<file path="src/rtl/id_ex_forward.sv">
// rtl/id_ex_forward.sv - ID/EX pipeline register with EX/MEM and MEM/WB operand forwarding
module id_ex_forward #(
  parameter int DATA_W = 32,
  parameter int REG_AW = 5
) (
  input  logic              clk,
  input  logic              reset,
  input  logic              stall,
  input  logic              flush,
  input  logic              id_valid,
  input  logic [DATA_W-1:0] id_rd1,
  input  logic [DATA_W-1:0] id_rd2,
  input  logic [DATA_W-1:0] id_imm,
  input  logic [REG_AW-1:0] id_rs,
  input  logic [REG_AW-1:0] id_rt,
  input  logic [REG_AW-1:0] id_rd,
  input  logic [2:0]        id_ULAcontrole,
  input  logic              id_ULASrc,
  input  logic              id_RegDst,
  input  logic              id_RegWrite,
  input  logic              id_MemtoReg,
  input  logic              id_MemWrite,
  input  logic              mem_RegWrite,
  input  logic [REG_AW-1:0] mem_WriteReg,
  input  logic [DATA_W-1:0] mem_ULAresult,
  input  logic              wb_RegWrite,
  input  logic [REG_AW-1:0] wb_WriteReg,
  input  logic [DATA_W-1:0] wb_Result,
  output logic [2:0]        ULAcontrole,
  output logic [DATA_W-1:0] SrcA,
  output logic [DATA_W-1:0] SrcB,
  output logic [DATA_W-1:0] ex_WriteData,
  output logic [REG_AW-1:0] ex_WriteReg,
  output logic              ex_valid,
  output logic              ex_RegWrite,
  output logic              ex_MemtoReg,
  output logic              ex_MemWrite,
  output logic [REG_AW-1:0] ex_rs,
  output logic [REG_AW-1:0] ex_rt,
  output logic [1:0]        fwdA,
  output logic [1:0]        fwdB
);

  logic              r_valid;
  logic [2:0]        r_ULAcontrole;
  logic              r_ULASrc;
  logic              r_RegDst;
  logic              r_RegWrite;
  logic              r_MemtoReg;
  logic              r_MemWrite;
  logic [REG_AW-1:0] r_rs;
  logic [REG_AW-1:0] r_rt;
  logic [REG_AW-1:0] r_rd;
  logic [DATA_W-1:0] r_a;
  logic [DATA_W-1:0] r_b;
  logic [DATA_W-1:0] r_imm;

  logic [1:0]        w_fwdA;
  logic [1:0]        w_fwdB;
  logic [DATA_W-1:0] w_a_fwd;
  logic [DATA_W-1:0] w_b_fwd;

  // MEM wins over WB; register 0 is hard-wired and never forwarded
  always_comb begin
    w_fwdA = 2'b00;
    if (mem_RegWrite && (mem_WriteReg != '0) && (mem_WriteReg == r_rs))
      w_fwdA = 2'b10;
    else if (wb_RegWrite && (wb_WriteReg != '0) && (wb_WriteReg == r_rs))
      w_fwdA = 2'b01;

    w_fwdB = 2'b00;
    if (mem_RegWrite && (mem_WriteReg != '0) && (mem_WriteReg == r_rt))
      w_fwdB = 2'b10;
    else if (wb_RegWrite && (wb_WriteReg != '0) && (wb_WriteReg == r_rt))
      w_fwdB = 2'b01;
  end

  always_comb begin
    case (w_fwdA)
      2'b10:   w_a_fwd = mem_ULAresult;
      2'b01:   w_a_fwd = wb_Result;
      default: w_a_fwd = r_a;
    endcase
    case (w_fwdB)
      2'b10:   w_b_fwd = mem_ULAresult;
      2'b01:   w_b_fwd = wb_Result;
      default: w_b_fwd = r_b;
    endcase
  end

  always_ff @(posedge clk) begin
    if (reset || flush) begin
      r_valid       <= 1'b0;
      r_ULAcontrole <= 3'b000;
      r_ULASrc      <= 1'b0;
      r_RegDst      <= 1'b0;
      r_RegWrite    <= 1'b0;
      r_MemtoReg    <= 1'b0;
      r_MemWrite    <= 1'b0;
      r_rs          <= '0;
      r_rt          <= '0;
      r_rd          <= '0;
      r_a           <= '0;
      r_b           <= '0;
      r_imm         <= '0;
    end else if (stall) begin
      // Capture forwarded operands so a producer retiring from WB mid-stall is kept
      r_a <= w_a_fwd;
      r_b <= w_b_fwd;
    end else begin
      r_valid       <= id_valid;
      r_ULAcontrole <= id_ULAcontrole;
      r_ULASrc      <= id_ULASrc;
      r_RegDst      <= id_RegDst;
      r_RegWrite    <= id_RegWrite;
      r_MemtoReg    <= id_MemtoReg;
      r_MemWrite    <= id_MemWrite;
      r_rs          <= id_rs;
      r_rt          <= id_rt;
      r_rd          <= id_rd;
      r_a           <= id_rd1;
      r_b           <= id_rd2;
      r_imm         <= id_imm;
    end
  end

  assign ULAcontrole  = r_ULAcontrole;
  assign SrcA         = w_a_fwd;
  assign SrcB         = r_ULASrc ? r_imm : w_b_fwd;
  assign ex_WriteData = w_b_fwd;
  assign ex_WriteReg  = r_RegDst ? r_rd : r_rt;
  assign ex_valid     = r_valid;
  assign ex_RegWrite  = r_RegWrite;
  assign ex_MemtoReg  = r_MemtoReg;
  assign ex_MemWrite  = r_MemWrite;
  assign ex_rs        = r_rs;
  assign ex_rt        = r_rt;
  assign fwdA         = w_fwdA;
  assign fwdB         = w_fwdB;

endmodule

</file>
<file path="config.mk">
export PLATFORM = sky130hd
export DESIGN_NAME = id_ex_forward
export DESIGN_NICKNAME = d
export VERILOG_FILES = /design/src/rtl/id_ex_forward.sv
export SDC_FILE = /design/constraint.sdc
export NUM_CORES = 1
export LEC_CHECK = 0
export CORE_MARGIN = 2
export CORE_UTILIZATION = 46
export CTS_CLUSTER_DIAMETER = 200
export DETAILED_ROUTE_END_ITERATION = 8
export HOLD_SLACK_MARGIN = 0.08
export PLACE_DENSITY = 0.95
export REMOVE_ABC_BUFFERS = 1
export SETUP_SLACK_MARGIN = 0.1
export SLEW_MARGIN = 10
export SYNTH_ARGS = -nofsm -noshare
export SYNTH_HDL_FRONTEND = slang
export SYNTH_SLANG_ARGS = --single-unit
</file>
<file path="constraint.sdc">
create_clock -name clk -period 7.17 [get_ports clk]
set_input_delay 1.434 -clock clk [delete_from_list [all_inputs] [get_ports clk]]
set_output_delay 1.434 -clock clk [all_outputs]
set_load 0.02 [all_outputs]
</file>
==> impl_results.md <==
* Vias in the first global route at 7907
* Place WS at 0.815 ns
* Arr. time, crit path at 5.00 ns
* CTS Buffer Depth at 2
* Die W at 129 um
* Kind of end point of the critical path: output port
* Reg power frac at 0.342
* Crit Path Class: in2out
* Total Routing Usage GR at 0.306
* First-pass GRT wire length at 40000 um
* DR iter-0 viols at 704
* Clock share of power at 0.451
* Register cell area after layout at 2400 sq um
* Die Ht at 129 um
* Antenna-violating nets left at 0
* Internal power at 0.00153 W
* Worst vdd ir at 0.135 mV
* Number of synthesized register bits at 120
* Tmin final at 6.43 ns
* CP max FO at 65
* Dpl hpwl at 17200 um
* Cell variety after synth at 32
* Root Buffer Master: clkbuf_16
* Worst hold path class: reg2reg
* I/O pin total at 322
* Core Area at 15200 sq um
* Worst slew pin tran at 1.25 ns
* Max_cap viols at 0
* Vias at 8094
* Initial Util at 0.471
* Dpl cell area at 10300 sq um
* Clock slew at reported path FFs at 0.06 ns
* # diodes at 0
* Post-CTS setup buffers at 0
* Final worst path period share at 0.897
* Global route total overflow at 0
* WP data required at 5.74 ns
* Share of layout cells above drive strength 1 at 0.0634
* Most common cell after layout, fill and taps aside: clkdlybuf4s50_1
* CTS Buf Count at 17
* Final hold viol count at 0
* Post-synthesis sequential area ratio at 0.335
* Final WS setup at 0.736 ns
* Drt pass-1 iters at 5
* Clock sinks at 120
* CTS Hold Bufs at 0
* Residual DRC count at 0
* Die area at 16600 sq um
* Status: completed
* Detailed-route vias per instance at 6.04
* Area grow syn2layout at 53.2%
* Avg Cell Area, Syn at 8.14 sq um
* Combinational share of power at 0.208
* CTS tree: built
* Leading area contributor after synthesis: dfxtp_1
* Largest net degree at the start of global routing at 88
* Synthesized cell area at 7160 sq um
* Peak Freq at 0.155 GHz
* Buffers on Ports at 321
* Slew HR at 0.166
* Fin cells at 1340
* Setup tns final at 0 ns
* Design Area, Final at 11000 sq um
* Initial antenna violation count at 1
* Multi-input logic area at 4280 sq um
* Synth top area share at 0.335
* Leakage at 4.21 nW
* Htree depth at 4
* Number of fill cells in the layout at 1104
* Routed wire length at 26300 um
* RePlAce Congestion at 0.852
* Synth top area cells: dfxtp_1 34%, mux2i_1 12%, nor2_1 8.2%, o221ai_1 7.8%, nand3b_1 6.7%
* Inst Count DP at 1309
* WL/cell at 19.7 um
* Clock Skews at 0.00920 ns
* NetSw at 0.000528 W
* Post-cts sizing count at 0
* Rows at 45
* Sw Share at 0.257
* Highest-count cells in the layout ignoring fill and taps: 320 x clkdlybuf4s50_1, 154 x nor2_1, 119 x dfxtp_1, 88 x mux2i_1
* Nets at 1340
* Endpoints failing setup at 0
* Pwr Density at 187 nW/um^2
* CP Launch Type: input pin
* Syn Inst Count at 880
* Yosys warning total at 0
* RSZ-0062 raised after global routing: no
* Clock Latency Late Sink at 0.42 ns
* Fin. max-slew vios at 0
[kinds of logic (layout without fill, tap and decap cells)]
kind of cell | Yosys count | count (layout) | synth area share
mux | 93 | 93 | 0.131
flops | 120 | 120 | 0.335
compound gates | 226 | 226 | 0.232
buf+inv | 122 | 394 | 0.0741
simple gates | 299 | 299 | 0.203
xor+xnor | 20 | 20 | 0.0245
[Yosys cell counts]
cell type	n
clkbuf_1	59
a31oi_1	32
mux2_2	5
a211oi_2	17
dfxtp_1	120
a21oi_1	64
nand4_2	1
or3_1	1
and2_1	1
nor3_2	1
o21a_1	1
and4_1	1
nor3_1	1
o211a_1	1
or4_1	2
xnor2_1	12
o221ai_1	64
xor2_1	8
buf_2	16
nand3_1	34
nand2_1	34
buf_1	6
mux2i_1	88
a211oi_1	15
o31ai_1	32
buf_6	7
or2_2	1
inv_1	34
nand4_1	1
and3_4	1
nand3b_1	64
nor2_1	156
[cell type report]
class,count,share of cell area
Sequential cell,120,0.219
Multi-Input combinational cell,638,0.390
Timing Repair Buffer,329,0.301
Clock buffer,23,0.0445
Inverter,34,0.0116
Clock inverter,8,0.0130
Tap cell,188,0.0214
[power groups by stage]
stage	combinational [W]	clock, W	sequential, W
2_1_floorplan	0.000167	0	0.000718
4_1_cts	0.000424	0.000930	0.000702
3_3_place_gp	0.000413	0	0.000714
5_1_grt	0.000451	0.000963	0.000704
6_report	0.000426	0.000926	0.000702
3_5_place_dp	0.000420	0	0.000716
[sequential cells by signal (all words and copies together), names as in the netlist, 3 cells and up]
signal / cells
ex_rs: 5
ex_rt: 5
ULAcontrole: 3
r_a: 32
r_rd: 5
r_b: 32
r_imm: 32
[per-layer routing]
layer | share of wire | vias to the layer above | track usage
met5 | 0.00049 | - | 0
met4 | 0.039 | 2 | 0.157
met3 | 0.086 | 81 | 0.0836
met2 | 0.49 | 439 | 0.534
met1 | 0.38 | 3840 | 0.342
li1 | - | 3732 | -
[worst paths after layout]
check	slack (ns)	end	from	cells after the start
worst min-delay path	0.49	r_rd[1]$_SDFFE_PP0N_	r_rd[1]$_SDFFE_PP0N_	2
worst min register to register	0.49	r_rd[1]$_SDFFE_PP0N_	r_rd[1]$_SDFFE_PP0N_	2
worst max-delay path	0.74	SrcB[9]	wb_WriteReg[3]	7
worst max register to register	4.51	r_a[30]$_SDFF_PP0_	ex_rs[3]$_SDFFE_PP0N_	5
[metrics by stage]
stage	util	hold slack [ns]	power, W
6_report	0.722	0.493	0.00205
4_1_cts	0.722	0.496	0.00205
3_3_place_gp	0.680	0.467	0.00113
2_1_floorplan	-	0.458	0.000885
3_5_place_dp	0.680	0.483	0.00114
5_1_grt	0.722	0.524	0.00212
[worst max-delay path, stage by stage]
cell and delay [ns]:
clkdlybuf4s50_1 0.54, or4_1 0.14, o21a_2 0.63, and3_4 0.87
a211oi_1 0.22, o31ai_1 0.40, clkdlybuf4s50_1 0.67
No activity file was read; power rests on OpenSTA's default activity.
